--- src/rtl/range_frame_tx.sv ---
//------------------------------------------------------------------------------
// range_frame_tx : buffers host samples and emits one go/finish framed stream,
//                  computing the frame's max-min range for loopback self-check.
// Revision 1.0
//------------------------------------------------------------------------------
`default_nettype none

module range_frame_tx #(
    parameter int WIDTH = 8,
    parameter int DEPTH = 16
) (
    input  logic                       clk,
    input  logic                       rst_n,
    input  logic                       wr_en,
    input  logic [WIDTH-1:0]           wr_data,
    input  logic                       send,
    output logic [$clog2(DEPTH):0]     count,
    output logic                       full,
    output logic                       busy,
    output logic                       go,
    output logic                       finish,
    output logic [WIDTH-1:0]           data_out,
    output logic                       frame_done,
    output logic [WIDTH-1:0]           exp_range,
    output logic                       send_err
);

    localparam int AW = $clog2(DEPTH);
    localparam int CW = AW + 1;

    typedef enum logic [2:0] {
        IDLE   = 3'd0,
        GO     = 3'd1,
        STREAM = 3'd2,
        FIN    = 3'd3,
        GAP    = 3'd4
    } state_t;

    state_t            state_q, state_d;
    logic [WIDTH-1:0]  mem_q [DEPTH];
    logic [WIDTH-1:0]  mem_d [DEPTH];
    logic [CW-1:0]     count_q, count_d;
    logic [CW-1:0]     n_q, n_d;
    logic [CW-1:0]     idx_q, idx_d;
    logic [WIDTH-1:0]  max_q, max_d;
    logic [WIDTH-1:0]  min_q, min_d;
    logic [WIDTH-1:0]  exp_range_q, exp_range_d;
    logic [WIDTH-1:0]  data_out_q, data_out_d;
    logic              full_q, full_d;
    logic              busy_q, busy_d;
    logic              go_q, go_d;
    logic              finish_q, finish_d;
    logic              frame_done_q, frame_done_d;
    logic              send_err_q, send_err_d;
    logic [CW-1:0]     w_last;
    logic [CW-1:0]     w_penult;
    logic [AW-1:0]     w_rd_idx;
    logic [WIDTH-1:0]  w_sample;

    assign w_last   = n_q - CW'(1);
    assign w_penult = n_q - CW'(2);

    always_comb begin
        state_d      = state_q;
        mem_d        = mem_q;
        count_d      = count_q;
        n_d          = n_q;
        idx_d        = idx_q;
        max_d        = max_q;
        min_d        = min_q;
        exp_range_d  = exp_range_q;
        data_out_d   = '0;
        go_d         = 1'b0;
        finish_d     = 1'b0;
        frame_done_d = 1'b0;
        send_err_d   = 1'b0;
        w_rd_idx     = '0;
        w_sample     = '0;

        case (state_q)
            IDLE: begin
                // send sees the pre-write count; an accepted send drops the write
                if (send && (count_q >= CW'(2))) begin
                    state_d = GO;
                    n_d     = count_q;
                    idx_d   = '0;
                end else begin
                    send_err_d = send;
                    if (wr_en && !full_q) begin
                        mem_d[count_q[AW-1:0]] = wr_data;
                        count_d                = count_q + CW'(1);
                    end
                end
            end
            GO: begin
                if (n_q > CW'(2)) begin
                    state_d = STREAM;
                    idx_d   = CW'(1);
                end else begin
                    state_d = FIN;
                    idx_d   = w_last;
                end
            end
            STREAM: begin
                if (idx_q == w_penult) begin
                    state_d = FIN;
                    idx_d   = w_last;
                end else begin
                    idx_d   = idx_q + CW'(1);
                end
            end
            FIN: begin
                state_d     = GAP;
                exp_range_d = max_q - min_q;
                count_d     = '0;
            end
            GAP: begin
                state_d = IDLE;
            end
            default: begin
                state_d = IDLE;
            end
        endcase

        // Outputs are registered, so they are derived from the state being entered
        w_rd_idx = idx_d[AW-1:0];
        w_sample = mem_q[w_rd_idx];
        if (state_d inside {GO, STREAM, FIN}) begin
            data_out_d = w_sample;
        end
        if (state_d == GO) begin
            max_d = w_sample;
            min_d = w_sample;
        end else if (state_d inside {STREAM, FIN}) begin
            if (w_sample > max_q) max_d = w_sample;
            if (w_sample < min_q) min_d = w_sample;
        end
        go_d         = (state_d == GO);
        finish_d     = (state_d == FIN);
        frame_done_d = (state_d == GAP);
        busy_d       = (state_d != IDLE);
        full_d       = (count_d == CW'(DEPTH));
    end

    always_ff @(posedge clk or negedge rst_n) begin
        if (!rst_n) begin
            state_q      <= IDLE;
            for (int i = 0; i < DEPTH; i++) mem_q[i] <= '0;
            count_q      <= '0;
            n_q          <= '0;
            idx_q        <= '0;
            max_q        <= '0;
            min_q        <= '0;
            exp_range_q  <= '0;
            data_out_q   <= '0;
            full_q       <= 1'b0;
            busy_q       <= 1'b0;
            go_q         <= 1'b0;
            finish_q     <= 1'b0;
            frame_done_q <= 1'b0;
            send_err_q   <= 1'b0;
        end else begin
            state_q      <= state_d;
            mem_q        <= mem_d;
            count_q      <= count_d;
            n_q          <= n_d;
            idx_q        <= idx_d;
            max_q        <= max_d;
            min_q        <= min_d;
            exp_range_q  <= exp_range_d;
            data_out_q   <= data_out_d;
            full_q       <= full_d;
            busy_q       <= busy_d;
            go_q         <= go_d;
            finish_q     <= finish_d;
            frame_done_q <= frame_done_d;
            send_err_q   <= send_err_d;
        end
    end

    assign count      = count_q;
    assign full       = full_q;
    assign busy       = busy_q;
    assign go         = go_q;
    assign finish     = finish_q;
    assign data_out   = data_out_q;
    assign frame_done = frame_done_q;
    assign exp_range  = exp_range_q;
    assign send_err   = send_err_q;

endmodule

`default_nettype wire

--- config.mk ---
export PLATFORM = sky130hd
export DESIGN_NAME = range_frame_tx
export DESIGN_NICKNAME = d
export VERILOG_FILES = /design/src/rtl/range_frame_tx.sv
export SDC_FILE = /design/constraint.sdc
export NUM_CORES = 1
export LEC_CHECK = 0
export ABC_CLOCK_PERIOD_IN_PS = 4900
export CELL_PAD_IN_SITES_DETAIL_PLACEMENT = 2
export CELL_PAD_IN_SITES_GLOBAL_PLACEMENT = 2
export CORE_MARGIN = 2
export CORE_UTILIZATION = 38
export DETAILED_ROUTE_END_ITERATION = 12
export PLACE_DENSITY = 0.81
export SLEW_MARGIN = 0
export SYNTH_ARGS = -nofsm -noshare
export SYNTH_HDL_FRONTEND = slang
export SYNTH_SLANG_ARGS = --single-unit
--- constraint.sdc ---
create_clock -name clk -period 4.9 [get_ports clk]
set_input_delay 0.98 -clock clk [delete_from_list [all_inputs] [get_ports clk]]
set_output_delay 0.98 -clock clk [all_outputs]
set_load 0.01 [all_outputs]
==> results of run 1 <==
==> path summary, 6_finish.rpt <==
path	slack, ns	endpoint	start
max in group asynchronous	3.19	data_out[2]	rst_n
hold reg to reg	0.49	exp_range[2]	exp_range[2]
hold / removal	0.49	exp_range[2]	exp_range[2]
setup / recovery	-0.13	min_q[6]	n_q[1]
min in group asynchronous	0.61	send_err	rst_n
setup reg to reg	-0.13	min_q[6]	n_q[1]
==> through the flow <==
| step | setup WS [ns] | setup TNS, ns | hold WS [ns] | util |
|---|---|---|---|---|
| 2_1_floorplan | 0.117 | 0 | 0.479 | - |
| 3_3_place_gp | -0.443 | -6.70 | 0.460 | 0.435 |
| 3_5_place_dp | -0.759 | -9.76 | 0.483 | 0.435 |
| 4_1_cts | 0.000156 | 0 | 0.501 | 0.474 |
| 5_1_grt | -0.235 | -2.64 | 0.519 | 0.496 |
| 6_report | -0.130 | -0.322 | 0.492 | 0.496 |
==> critical path, cell delays in order, from the launching register on <==
cell and delay [ns]:
dfrtp_2 0.44, inv_4 0.09, ha_4 0.21, xnor2_2 0.17
nor3_2 0.07, buf_4 0.15, and4_2 0.23, or2_4 0.26
a221oi_4 0.36, clkinv_4 0.18, buf_6 0.18, buf_4 0.16
mux2_4 0.33, mux2i_2 0.24, inv_2 0.09, ha_1 0.20
a21o_1 0.18, a21o_1 0.20, a211oi_4 0.25, nor2_4 0.11
buf_4 0.15, a21oi_1 0.17, o21ai_0 0.14, a311o_1 0.33
==> area by class of cell <==
| type | count | share of cell area |
|---|---|---|
| Sequential cell | 184 | 0.381 |
| Clock inverter | 13 | 0.0131 |
| Clock buffer | 19 | 0.0358 |
| Timing Repair Buffer | 137 | 0.115 |
| Tap cell | 324 | 0.0335 |
| Inverter | 35 | 0.0125 |
| Multi-Input combinational cell | 526 | 0.409 |
==> timing repair <==
item | in CTS | in global routing
gates cloned | 4 | 1
gates resized for setup | 53 | 62
endpoints found under the setup margin | 16 | 16
setup buffers | 9 | 25
hold endpoints to repair | 0 | 0
hold buffers | 0 | 0
pin swaps | 7 | 21
==> cell usage in the layout, fill, tap and decap left out, types with 9 or more instances in the layout <==
cell type,netlist,final
dfrtp_1,184,183
mux2_2,144,138
mux2i_1,100,81
buf_4,3,74
nand2_1,57,57
clkdlybuf4s50_1,0,36
inv_1,33,26
o21ai_0,29,23
a21oi_1,27,22
ha_1,31,22
nor2_1,22,19
clkbuf_16,0,18
nor3_1,12,11
mux2i_4,0,10
buf_12,1,10
mux2i_2,0,9
buf_6,3,9
==> layer usage <==
layer  part of all wire  wire length [um]
met5                  0                 0
met4              0.050              1890
met2               0.53             19900
met3              0.036              1360
met1               0.39             14700
==> kinds of logic (layout without fill, tap and decap cells) <==
| group | Yosys count | after routing | synth area share |
|---|---|---|---|
| AO/OA/AOI/OAI | 90 | 90 | 0.0656 |
| flip-flops | 184 | 184 | 0.486 |
| buffers and inverters | 72 | 204 | 0.0384 |
| XOR/XNOR | 18 | 18 | 0.0166 |
| AND/OR/NAND/NOR | 142 | 142 | 0.0742 |
| adder cells (fa/ha/maj) | 32 | 32 | 0.0430 |
| multiplexers | 244 | 244 | 0.277 |
==> sequential cells by signal, summed over array words and instances, names as in the netlist <==
signal / flops
min_q: 8
busy: 1
data_out: 8
finish: 1
full: 1
send_err: 1
exp_range: 8
max_q: 8
frame_done: 1
state_q: 3
idx_q: 5
go: 1
mem_q: 128
n_q: 5
count: 5
==> synth_stat cells (3+ instances only) <==
library cell	number	share of area
buf_1	3	0.0012
nor3_1	12	0.0063
inv_1	33	0.013
clkbuf_1	17	0.0067
a21oi_1	27	0.014
a21o_1	7	0.0055
nor2b_1	6	0.0040
nor3_2	4	0.0042
nand2_1	57	0.023
nand3_1	8	0.0042
mux2i_1	100	0.11
xnor2_1	10	0.0092
mux2_2	144	0.17
and3_1	9	0.0059
nand4_1	4	0.0026
dfrtp_1	184	0.49
buf_6	3	0.0036
nor2_1	22	0.0087
ha_1	31	0.041
xor2_1	8	0.0074
o21ai_0	29	0.015
buf_4	3	0.0024
nand2b_1	6	0.0040
a311o_1	7	0.0074
buf_2	7	0.0037
==> reports/results.tsv, run 1 <==
stage	metric	value	unit
run_status	status	finished, violations left	
run_status	failing checks	negative setup slack	
logic_synthesis	Syn Nets	826	
timing	Worst-Margin Slew	1.04	ns
placed_design	DP Wirelength	19.3	mm
critical_path	required time worst endpoint	5.22	ns
placed_design	Placed Area	10600	um^2
clock_tree	CTS sink count	184	
critical_path	critical path class	flop to flop	
logic_synthesis	post-synthesis cell count	782	
floorplanning	Die X	162	um
cells_and_area	Finished Layout Cells	1238	
timing	min Tclk post-route	5.03	ns
floorplanning	I/O pins	39	
placed_design	gpl congestion	0.771	
clock_tree	latest clock arrival within the worst-skew pair	0.47	ns
timing	post-route worst setup slack	-0.130	ns
logic_synthesis	Post-synth EDFFs	0	
timing	Slew Viols, Final	0	
floorplanning	Die Ht	162	um
critical_path	worst-path fanout max	8	
logic_synthesis	Yosys reg bits	184	
timing	fin crit share	1.03	
timing	max_slew headroom	0.298	
worst_hold_path	worst min path class	flop to flop	
logic_synthesis	Post-synth top flop	dfrtp_1	
critical_path	R2R depth	23	
floorplanning	Die ar.	26200	um^2
cells_and_area	Layout area overhead	27.5	%
cells_and_area	ANT cells	0	
grt	gr ovfl total	0	
route	1st-pass router iterations	5	
placed_design	dpl cells	1167	
timing	skew final	0.0227	ns
route	Initial DRC Count	433	
clock_tree	clock slew at reported path FFs	0.08	ns
logic_synthesis	Async SR Flop Fraction	1.00	
clock_tree	H-tree levels	4	
critical_path	Worst Setup Start Kind	flop	
floorplanning	Starting Density	0.389	
timing	fmax	199	MHz
logic_synthesis	warnings from Yosys	0	
logic_synthesis	Synth cell types	60	
route	final wirelength	37.9	mm
grt	M3 GR Usage	0.0467	
route	drt via density	5.71	
cells_and_area	multi-input logic area	4950	um^2
clock_tree	CTS tree	done	
grt	GRT met1 Usage	0.293	
route	vias	7069	
cells_and_area	share of cells above drive strength 1	0.386	
grt	met2 global-route usage	0.464	
timing	Finish-stage setup viols	7	
grt	first-pass GRT wire length	49.6	mm
worst_hold_path	worst hold path stage count	2	
critical_path	crit end category	flop	
floorplanning	Core Footprint	24400	um^2
placed_design	input/output buffers	38	
grt	total track usage	0.255	
logic_synthesis	Syn Area/Cell	12.1	um^2
logic_synthesis	Mapped Area	9480	um^2
clock_tree	root buf cell	clkbuf_16	
grt	initial antenna violation count	0	
grt	vias in the first global route	7862	
cells_and_area	nets	945	
critical_path	Worst EP arrival	5.35	ns
floorplanning	# rows	57	
cells_and_area	final instance area	12100	um^2
run	maxcap violations	0	
grt	largest net degree at the start of global routing	116	
route	wire per inst	30.6	um
route	antenna viol nets, final	0	
clock_tree	TritonCTS buffer count	17	
cells_and_area	FF/Latch Area	4610	um^2
logic_synthesis	Seq/Total Area, Yosys	0.486	
route	DRC Markers	0	
cells_and_area	fill cell total of the finished layout	2336	
grt	Top Usage Layer GRT	met2	
clock_tree	Max clock buf depth	2	
timing	Hold Fails Final Rpt	0	
Power of run 1 is left out: the tool's default activity adds up to more than one toggle a clock period on the data nets, which glitch-free logic cannot reach.
==> inputs of run 2 (changes only) <==
Settings changed: CORE_ASPECT_RATIO from default to 1.75, CORE_MARGIN 2 to 5, SLEW_MARGIN 0 to 20.
==> run 2 against run 1 <==
The flow still finishes with violations (negative setup slack). Via count decreased by 0.99%. Clock skew decreased by 0.0049 ns. Clock-buffer cell count increased by 6. Critical path depth unchanged. Flip-flop and latch count unchanged. Sequential share of layout area increased by 0.72 points. Critical endpoint is now min_q[5]. Largest cell class unchanged. Highest routed layer unchanged.
==> reports/results.tsv, run 2 (synthesized netlist as in run 1, its figures left out) <==
stage	metric	value	unit
run_status	status	finished, violations left	
run_status	failing checks	negative setup slack	
timing	max_slew headroom	0.301	
critical_path	R2R Path End	min_q[5]	
cells_and_area	max FFs per register	128	
clock_tree	H-tree levels	4	
critical_path	crit end category	flop	
route	vias	6999	
timing	Slew Viols, Final	0	
clock_tree	CTS tree	done	
critical_path	delay-heaviest family, CP	compound AO/OA/AOI/OAI gates	
grt	first-pass GRT wire length	49.5	mm
placed_design	gpl congestion	0.844	
critical_path	worst-path fanout max	8	
grt	met2 global-route usage	0.452	
critical_path	RR Startpoint	count[0]	
critical_path	slowest CP cell	dfrtp_1	
timing	Worst-Margin Slew	1.05	ns
route	wire per inst	29.7	um
critical_path	required time worst endpoint	5.25	ns
grt	gr ovfl total	0	
clock_tree	TritonCTS buffer count	17	
route	final wirelength	36.5	mm
floorplanning	Starting Density	0.385	
run	maxcap violations	0	
cells_and_area	final instance area	11900	um^2
grt	total track usage	0.236	
grt	vias in the first global route	8060	
critical_path	Worst path max stage delay	0.43	ns
critical_path	critical path class	flop to flop	
timing	Finish-stage setup viols	6	
grt	Top Usage Layer GRT	met2	
cells_and_area	share of cells above drive strength 1	0.381	
grt	GRT met1 Usage	0.230	
timing	min Tclk post-route	4.95	ns
placed_design	DP Wirelength	21.1	mm
floorplanning	Die ar.	28300	um^2
cells_and_area	FF/Latch Area	4610	um^2
grt	M3 GR Usage	0.0419	
floorplanning	Die Ht	219	um
timing	fin crit share	1.01	
cells_and_area	most common cell after layout, fill and taps aside	dfrtp_1	
critical_path	Worst EP arrival	5.30	ns
route	Initial DRC Count	355	
timing	post-route worst setup slack	-0.0473	ns
placed_design	Placed Area	10600	um^2
route	DRC Markers	0	
worst_hold_path	worst min path class	primary input to async pin	
placed_design	input/output buffers	38	
critical_path	worst path bufs/invs	6	
timing	skew final	0.0178	ns
floorplanning	Core Footprint	24600	um^2
cells_and_area	fill cell total of the finished layout	2389	
grt	largest net degree at the start of global routing	121	
clock_tree	CTS sink count	184	
route	antenna viol nets, final	0	
timing	worst hold slack	0.452	ns
timing	Hold Fails Final Rpt	0	
timing	setup TNS	-0.135	ns
route	drt via density	5.71	
clock_tree	Hold-fix buffers, CTS	0	
cells_and_area	Most flops, register	mem_q	
floorplanning	# rows	76	
cells_and_area	Layout area overhead	25.2	%
clock_tree	latest clock arrival within the worst-skew pair	0.47	ns
critical_path	R2R depth	23	
floorplanning	Die X	129	um
floorplanning	I/O pins	39	
cells_and_area	multi-input logic area	4860	um^2
timing	fmax	202	MHz
cells_and_area	most frequent cells in the layout	dfrtp_1 (181), mux2_2 (143), mux2i_1 (84)	
cells_and_area	nets	945	
route	1st-pass router iterations	4	
critical_path	R2R setup slack	-0.05	ns
critical_path	Worst Setup Start Kind	flop	
clock_tree	root buf cell	clkbuf_16	
critical_path	crit-path cells	inv_2, ha_4, nor3_4, a21boi_4, o31ai_4, o2bb2ai_4, buf_12, buf_4, buf_4, mux2i_1, mux2i_1, mux2_2, mux2i_4, inv_2, ha_4, a21o_1, a21o_1, a211oi_2, nor2_4, buf_6, a21oi_1, o21ai_1, a311o_1	
clock_tree	Max clock buf depth	2	
clock_tree	clock slew at reported path FFs	0.08	ns
grt	initial antenna violation count	1	
-- run 2: cell count changes in the layout (fill, tap and decap cells not counted), sizes merged --
cell | before | now
buf | 96 | 99
bufbuf | 2 | 0
bufinv | 1 | 0
clkbuf | 21 | 26
clkinv | 7 | 6
clkinvlp | 1 | 2
diode | 0 | 1
inv | 39 | 33
-- run 2: metal layers --
layer | wire [um] | share of wire | vias to the layer above
met1 | 12700 | 0.35 | 3677
li1 | - | - | 3019
met5 | 0 | 0 | -
met4 | 2400 | 0.066 | 0
met2 | 20400 | 0.56 | 187
met3 | 926 | 0.025 | 116
-- run 2: timing repair --
item | in CTS | in global routing
gates resized for setup | 43 | 52
cloned | 1 | 0
endpoints found under the hold margin | 0 | 0
setup buffers | 13 | 23
pin swaps | 8 | 10
setup endpoints to repair | 16 | 16
-- run 2: worst max path at each step --
stage / start / endpoint / slack (ns) / cells past startpoint
floorplan: count[0] / max_q[0] / 0.12 / 26
global placement: send / max_q[2] / -0.29 / 22
detailed placement: send / min_q[5] / -0.50 / 18
CTS: send / min_q[2] / 0.001 / 21
global route: n_q[1] / max_q[3] / -0.22 / 24
finish: count[0] / min_q[5] / -0.05 / 23
-- run 2: cell type report --
class / instances / share of cell area
Clock buffer: 25 / 0.0443
Timing Repair Buffer: 137 / 0.109
Antenna cell: 1 / 0.000211
Tap cell: 312 / 0.0329
Clock inverter: 6 / 0.00327
Multi-Input combinational cell: 526 / 0.410
Inverter: 35 / 0.0127
Sequential cell: 184 / 0.388
-- run 2: through the flow --
stage | utilization | setup slack, ns | instances
detailed placement | 0.430 | -0.501 | 1156
CTS | 0.465 | 0.00109 | 1201
global placement | 0.430 | -0.288 | 1156
floorplan | - | 0.117 | 782
finish | 0.482 | -0.0473 | 1226
global route | 0.482 | -0.218 | 1226
Power of run 2 is left out for the same reason.
==> inputs of run 3 (changes only) <==
--- a/constraint.sdc
+++ b/constraint.sdc
@@ -3,2 +3,2 @@
 set_output_delay 0.98 -clock clk [all_outputs]
-set_load 0.01 [all_outputs]
+set_load 0.05 [all_outputs]
==> run 3 against run 2 <==
The run still ends with negative setup slack left. Clock skew rose by 0.0037 ns. Utilization rose by 1.4 points. Flip-flop and latch count did not move. Critical path depth rose by 1. Routed wire length rose by 8.3%. Global-route usage rose by 2.3 points. Critical path type unchanged.
==> reports/results.tsv, run 3 (synthesized netlist as in run 1, its figures left out) <==
stage	metric	value	unit
clock_tree	CTS sink count	184	
critical_path	worst-path fanout max	10	
clock_tree	root buf cell	clkbuf_16	
clock_tree	clock slew at reported path FFs	0.07	ns
route	Initial DRC Count	386	
floorplanning	# rows	76	
timing	fmax	200	MHz
run_status	status	finished, violations left	
route	wire per inst	31.9	um
run	maxcap violations	0	
critical_path	Worst path max stage delay	0.43	ns
cells_and_area	nets	956	
timing	skew final	0.0214	ns
placed_design	DP Wirelength	21.0	mm
clock_tree	Max clock buf depth	2	
floorplanning	Starting Density	0.385	
grt	largest net degree at the start of global routing	127	
clock_tree	latest clock arrival within the worst-skew pair	0.47	ns
cells_and_area	max FFs per register	128	
critical_path	crit end category	flop	
critical_path	Worst Setup Start Kind	flop	
grt	vias in the first global route	8412	
critical_path	Worst EP arrival	5.34	ns
floorplanning	Core Footprint	24600	um^2
critical_path	crit-path cells	buf_4, nor3_4, a21boi_4, o31ai_4, buf_6, o2bb2ai_4, buf_6, buf_6, buf_16, mux2i_1, mux2i_1, mux2_2, mux2i_4, inv_2, ha_1, o21ai_1, nand2b_1, a21oi_2, nor3_2, buf_6, and3_1, a21oi_4, o21ai_1, a311o_1	
grt	total track usage	0.259	
run_status	failing checks	negative setup slack	
timing	Hold Fails Final Rpt	0	
critical_path	required time worst endpoint	5.24	ns
cells_and_area	most frequent cells in the layout	dfrtp_1 (181), mux2_2 (141), buf_4 (88)	
clock_tree	Hold-fix buffers, CTS	0	
timing	Slew Viols, Final	0	
clock_tree	CTS tree	done	
clock_tree	TritonCTS buffer count	17	
grt	first-pass GRT wire length	54.0	mm
cells_and_area	Most flops, register	mem_q	
grt	gr ovfl total	0	
timing	RSZ-0062 raised after global routing	true	
critical_path	critical path class	flop to flop	
timing	post-route worst setup slack	-0.104	ns
cells_and_area	fill cell total of the finished layout	2347	
placed_design	gpl congestion	0.861	
timing	max_slew headroom	0.305	
floorplanning	Die ar.	28300	um^2
route	1st-pass router iterations	4	
timing	Worst-Margin Slew	1.04	ns
placed_design	Setup WS pre-CTS	-0.660	ns
critical_path	Most common cell on crit path	buf_6	
cells_and_area	share of cells above drive strength 1	0.402	
floorplanning	Die Ht	219	um
worst_hold_path	worst min path class	flop to flop	
route	drt via density	5.89	
route	antenna viol nets, final	0	
route	vias	7281	
cells_and_area	most common cell after layout, fill and taps aside	dfrtp_1	
grt	initial antenna violation count	1	
route	DRC Markers	0	
cells_and_area	Layout area overhead	28.9	%
timing	min Tclk post-route	5.00	ns
floorplanning	Die X	129	um
critical_path	slowest CP cell	dfrtp_2	
timing	fin crit share	1.02	
floorplanning	I/O pins	39	
timing	Finish-stage setup viols	7	
route	final wirelength	39.5	mm
placed_design	input/output buffers	38	
clock_tree	H-tree levels	4	
run 3: changes by cell type in the layout (fill, tap and decap cells not counted), sizes merged:
cell      delta
buf         +12
bufinv       +6
clkbuf       -5
clkinv       -2
clkinvlp     -2
inv          +1
run 3: path summary, 6_finish.rpt:
path	startpoint	depth (start not counted)	slack (ns)	end
max	count[1]	24	-0.10	min_q[3]
min reg2reg	exp_range[2]	2	0.48	exp_range[2]
min	exp_range[2]	2	0.48	exp_range[2]
max in group asynchronous	rst_n	2	3.30	data_out[0]
max reg2reg	count[1]	24	-0.10	min_q[3]
min in group asynchronous	rst_n	1	0.61	mem_q[10]
run 3: repair_timing:
| action | 4_1_cts | 5_1_grt |
|---|---|---|
| setup endpoints to repair | 16 | 16 |
| gates cloned | 2 | 0 |
| buffers inserted | 27 | 12 |
| endpoints found under the hold margin | 0 | 0 |
| gates resized for setup | 41 | 72 |
| pin swaps | 5 | 11 |
run 3: layer usage:
metal  vias up  routed length [um]  part of all wire  track usage
met1      3877               14300              0.36        0.279
met2       241               21400              0.54        0.475
li1       3032                   -                 -            -
met4         0                2550             0.065        0.147
met3       131                1220             0.031       0.0375
met5         -                   0                 0            0
run 3: area by class of cell:
| type | count | area, um^2 | share of cell area |
|---|---|---|---|
| well taps | 312 | 390 | 0.0320 |
| clock buffers | 21 | 470 | 0.0385 |
| multi-input cells | 526 | 4970 | 0.407 |
| inverters | 35 | 144 | 0.0118 |
| diodes | 1 | 2.50 | 0.000205 |
| clock inverters | 9 | 195 | 0.0160 |
| flip-flops and latches | 184 | 4610 | 0.377 |
| repair buffers | 148 | 1440 | 0.118 |
run 3: worst max-delay path, delay by kind of cell, from the launching register on:
family	cells	cell delay, ns
AOI/OAI and AO/OA	8	1.37
buffers and inverters	7	1.03
muxes	4	1.02
and+or+nand+nor	4	0.69
DFF	1	0.43
adders and majority gates	1	0.30
run 3: metrics by stage:
stage	instance area, um^2	std cells	TNS [ns]	hold slack [ns]	utilization
2_1_floorplan	9490	782	0	0.479	-
3_3_place_gp	10700	1164	-5.76	0.460	0.433
3_5_place_dp	10700	1164	-8.94	0.479	0.433
4_1_cts	11800	1223	-0.0169	0.495	0.479
5_1_grt	12200	1236	-1.90	0.512	0.496
6_report	12200	1236	-0.376	0.484	0.496
Power of run 3 is left out for the same reason.
==> RTL change 1: new RTL, flow settings as in run 1 <==
Put one more register stage on the output `count`, without a reset. The value now appears one clock later. The other outputs are not delayed to match.
--- a/src/rtl/range_frame_tx.sv
+++ b/src/rtl/range_frame_tx.sv
@@ -179,5 +179,7 @@
     end
 
-    assign count      = count_q;
+    always_ff @(posedge clk) begin
+        count <= count_q;
+    end
     assign full       = full_q;
     assign busy       = busy_q;
Behaviour: not the same (a bounded check fails within 4 cycles, from zero or initial values and one cycle with rst_n low).
==> RTL change 1 against run 1 <==
First-iteration DRC count decreased by 2.3%; sequential cell count increased by 5; count of clock-buffer cells in the layout increased by 1; final cell count unchanged; utilization decreased by 1.6 points; wire length decreased by 8.5%; clock skew increased by 1.4 ps; cell area decreased by 0.87%; fmax increased by 3.9%; worst setup slack improved by 190 ps; via count decreased by 2.1%; area after synthesis increased by 1.1%.
Power is not shown: default switching activity piles up to over one toggle a cycle in this logic, so the estimate is an artifact.
==> RTL change 1: results (changes against run 1) <==
Status
  • Status: complete, no violations

Worst hold path
  • Worst hold path class: flip-flop to flip-flop

Global routing
  • GRT Total Usage: 25.6% (+0.16 points)
  • Vias in the first global route: 7895 (+0.42%)
  • Largest net degree at the start of global routing: 111 (-4.3%)
  • First-pass GRT wire length: 50200 um (+1.3%)
  • Initial antenna violation count: 1 (+1)

Placed design
  • Placed Area: 10800 um2 (+2.1%)
  • HPWL Detailed: 19800 um (+2.7%)
  • Gpl congestion: 0.806 (+4.6%)

Synth
  • Dominant cells by area after synthesis: dfrtp_1 (48%), mux2_2 (17%), mux2i_1 (10%), ha_1 (4.0%), nand2_1 (2.2%)
  • Post-synth cell types: 61 (+1.7%)
  • Most frequent cells after synthesis: dfrtp_1 (184), mux2_2 (144), mux2i_1 (100)
  • Register area share after synthesis: 49.1% (+0.54 points)
  • Syn nets: 831 (+0.61%)
  • Share of flip-flops with an asynchronous set or reset: 97.4% (-2.6 points)

Cells and area
  • Antenna Cells: 0 (unchanged)
  • Largest register FFs: 128 (unchanged)
  • Fill cells: 2443 (+4.6%)
  • Nets: 939 (-0.63%)
  • Biggest register: mem_q
  • Layout cells sized above 1: 36.9% (-1.7 points)

Clocking
  • Clk pin slew, worst setup/hold paths: 80 ps (about the same)
  • CTS buffer count: 17 (unchanged)
  • H-tree lvl count: 4 (unchanged)
  • Root Driver: clkbuf_16
  • Clock tree buffer depth: 2 (unchanged)
  • Worst-Skew Late Latency: 460 ps

Routing
  • DRT Pass-1 Iters: 4 (-1)
  • 1st-iter DRT viols: 423 (-2.3%)
  • WL final: 34600 um (-8.5%)
  • Vias per cell: 5.59 (-2.1%)

Setup path
  • Slowest cell on crit path: dfrtp_1
  • CP delay by family, top: compound AO/OA/AOI/OAI gates
  • Crit path largest cell delay: 400 ps (-40 ps)
  • Setup slack, reg-to-reg: 60 ps (+190 ps)
  • Worst-path fanout max: 7 (-1)
  • Worst Path Arrival: 5170 ps (-180 ps)

Timing
  • Worst Clk Skew: 24.0 ps (+1.35 ps)
  • Max transition margin: 36.4% (+6.7 points)
==> RTL change 1: per-stage QoR <==
step / hold WS (ps) / instances / setup slack, ps / util, %
after floorplan: 342 / 787 / 186 / -
after global placement: 461 / 1186 / -393 / 43.3
after detailed placement: 481 / 1186 / -680 / 43.3
after CTS: 497 / 1228 / -1.82 / 46.9
after global routing: 517 / 1238 / -185 / 48.0
final: 488 / 1238 / 59.6 / 48.0
==> RTL change 1: repair_timing <==
item | in CTS | in global routing
endpoints found under the setup margin | 16 | 16
setup buffers | 9 | 10
cloned | 1 | 0
resized for setup | 40 | 45
pin swaps | 9 | 11
==> RTL change 1: final timing paths <==
kind / startpoint / endpoint / cells after the start
min reg2reg: exp_range[0]$_DFFE_PN0N_ / exp_range[0]$_DFFE_PN0N_ / 2
max: n_q[0]$_DFFE_PN0P_ / min_q[2]$_DFFE_PN0P_ / 23
min: exp_range[0]$_DFFE_PN0N_ / exp_range[0]$_DFFE_PN0N_ / 2
min in group asynchronous: rst_n / mem_q[77]$_DFFE_PN0P_ / 1
max in group asynchronous: rst_n / mem_q[50]$_DFFE_PN0P_ / 2
max reg2reg: n_q[0]$_DFFE_PN0P_ / min_q[2]$_DFFE_PN0P_ / 23
==> RTL change 1: cells by family after synthesis <==
group,after synthesis,synth area share [%]
and+or+nand+nor,142,7.34
DFF,189,49.1
muxes,244,27.4
xor gates and xnor gates,18,1.65
adders and majority gates,32,4.26
AOI/OAI and AO/OA,90,6.49
buffers and inverters,72,3.80
==> RTL change 1: routing by layer <==
layer  up-vias  GRT usage, %  routed length (um)
met5         -             0                   0
li1       3004             -                   -
met3        73          3.92                1080
met1      3676          30.5               14200
met4         0          11.9                1340
met2       165          45.4               18100
==> RTL change 1: area by class of cell <==
class / instances / share of cell area (%)
flip-flops and latches: 189 / 39.3
well taps: 330 / 3.44
inverters: 35 / 1.24
repair buffers: 126 / 10.2
multi-input cells: 526 / 40.6
clock inverters: 12 / 1.47
clock buffers: 20 / 3.73
==> RTL change 1: worst register-to-register path, stage by stage (launching register included) <==
cell and delay (ps):
dfrtp_1 400, inv_1 100, ha_1 190, nor2b_1 140, o211ai_1 190, a31oi_1 150, o2bb2ai_4 320, buf_12 200
mux2i_2 320, mux2i_1 150, mux2_4 310, mux2i_4 180, inv_1 130, buf_4 170, ha_1 270, o21ai_1 150
nand2b_1 100, a21oi_2 210, nor3_2 100, buf_4 170, and3_1 210, a21oi_2 150, o21ai_0 110, a311o_1 290
==> RTL change 2: new RTL, config.mk and constraints of run 1 <==
Without the edit above. `WIDTH`: 8 -> 6.
--- a/src/rtl/range_frame_tx.sv
+++ b/src/rtl/range_frame_tx.sv
@@ -7,5 +7,5 @@
 
 module range_frame_tx #(
-    parameter int WIDTH = 8,
+    parameter int WIDTH = 6,
     parameter int DEPTH = 16
 ) (
Interface: changed (resized data_out, exp_range and wr_data); port bits go from 39 to 33. No check against the original RTL was run, so the function may have changed too.
==> RTL change 2 against run 1 <==
Worst setup slack better by 200 ps; wire length fell by 44%; clock skew is 9.6 ps lower; area after synthesis shrank 24%; sequential cell count is 40 lower; worst hold slack lost 2.6 ps; cell area is 29% lower.
==> RTL change 2: results (changes against run 1) <==
Synth
  • Syn nets: 625 (-24%)
  • Register area share after synthesis: 49.7% (+1.1 points)
  • Post-synth cell types: 52 (-13%)

Global routing
  • GR Layer Usage met3: 3.70% (-0.97 points)
  • Global-route met2 utilization: 39.4% (-7.1 points)
  • Vias in the first global route: 5548 (-29%)
  • First-pass GRT wire length: 32500 um (-35%)
  • Met1 Track Usage GR: 25.8% (-3.6 points)

Cells and area
  • Layout cells sized above 1: 28.6% (-10 points)
  • Nets: 676 (-28%)
  • Largest register FFs: 96 (-25%)

Setup path
  • CP delay by family, top: buffers and inverters
  • Critical R2R Capture: min_q[2]$_DFFE_PN0P_
  • R2r worst-path depth: 22 (-4.3%)
  • CP startpoint: send
  • Setup slack, reg-to-reg: 90 ps (+220 ps)
  • CP Class: input pin to flip-flop
  • Worst R2R Start: count[0]$_DFF_PN0_
  • Crit path largest cell delay: 490 ps (+50 ps)
  • Slowest cell on crit path: clkdlybuf4s50_1
  • Worst-path fanout max: 21 (+13)
  • Worst Path Arrival: 5170 ps (-180 ps)

Routing
  • 1st-iter DRT viols: 195 (-55%)
  • DRT Pass-1 Iters: 4 (-1)
  • WL met3: 454 um (-66%)
  • WL final: 21100 um (-44%)
  • Routed length on met2: 11400 um (-43%)

Placed design
  • HPWL Detailed: 13400 um (-30%)
  • Port bufs: 32 (-16%)

Clocking
  • Worst-Skew Late Latency: 440 ps (-30 ps)

Timing
  • Max transition margin: 27.2% (-2.6 points)
  • Worst Clk Skew: 13.0 ps (-9.64 ps)
  • Hold Worst Slack: 489 ps (-2.62 ps)

Power
  • Total power draw: 7120 uW

Status
  • Status: complete, no violations

Worst hold path
  • Worst Hold End: exp_range[2]$_DFFE_PN0P_
==> RTL change 2: cell count changes in the layout (fill, tap and decap cells not counted), moves of 9 or more <==
cell / change
mux2i_4: -10
mux2_2: -38
buf_4: -59
a21oi_1: -9
nand2_1: -10
dfrtp_1: -42
==> RTL change 2: cell type report <==
type                            instances  area (um2)
Inverter                               32         120
Fill cell                            1864       10100
Clock inverter                         15         143
Clock buffer                           17         425
Sequential cell                       144        3610
Timing Repair Buffer                   55         564
Tap cell                              234         293
Multi-Input combinational cell        390        3460
==> RTL change 2: repair_timing <==
| action | CTS | global route |
|---|---|---|
| resized for setup | 1 | 17 |
| pin swaps | 1 | 3 |
| setup endpoints to repair | 6 | 12 |
| cloned | 0 | 2 |
| buffers inserted | 2 | 9 |
==> RTL change 2: through the flow <==
stage,instance area (um2),utilization (%),cells,setup WS [ps]
floorplan,7250,-,589,813
global placement,7850,42.0,842,54.1
detailed placement,7850,42.0,842,-277
CTS,8450,45.2,876,25.3
global route,8620,46.1,887,-132
finish,8620,46.1,887,71.4
==> RTL change 2: cells by family after synthesis <==
| family | count (synthesis) | share of synthesized area [%] |
|---|---|---|
| muxes | 185 | 27.4 |
| DFF | 144 | 49.7 |
| and+or+nand+nor | 104 | 6.87 |
| AOI/OAI and AO/OA | 56 | 5.54 |
| buffers and inverters | 55 | 3.64 |
| adders and majority gates | 26 | 4.59 |
| xor gates and xnor gates | 19 | 2.29 |
==> RTL change 2: worst min-delay path: cells and delay by family (launching register included) <==
| kind | cells | cell delay (ps) |
|---|---|---|
| DFF | 1 | 350 |
| AOI/OAI and AO/OA | 1 | 60 |
| and+or+nand+nor | 1 | 50 |
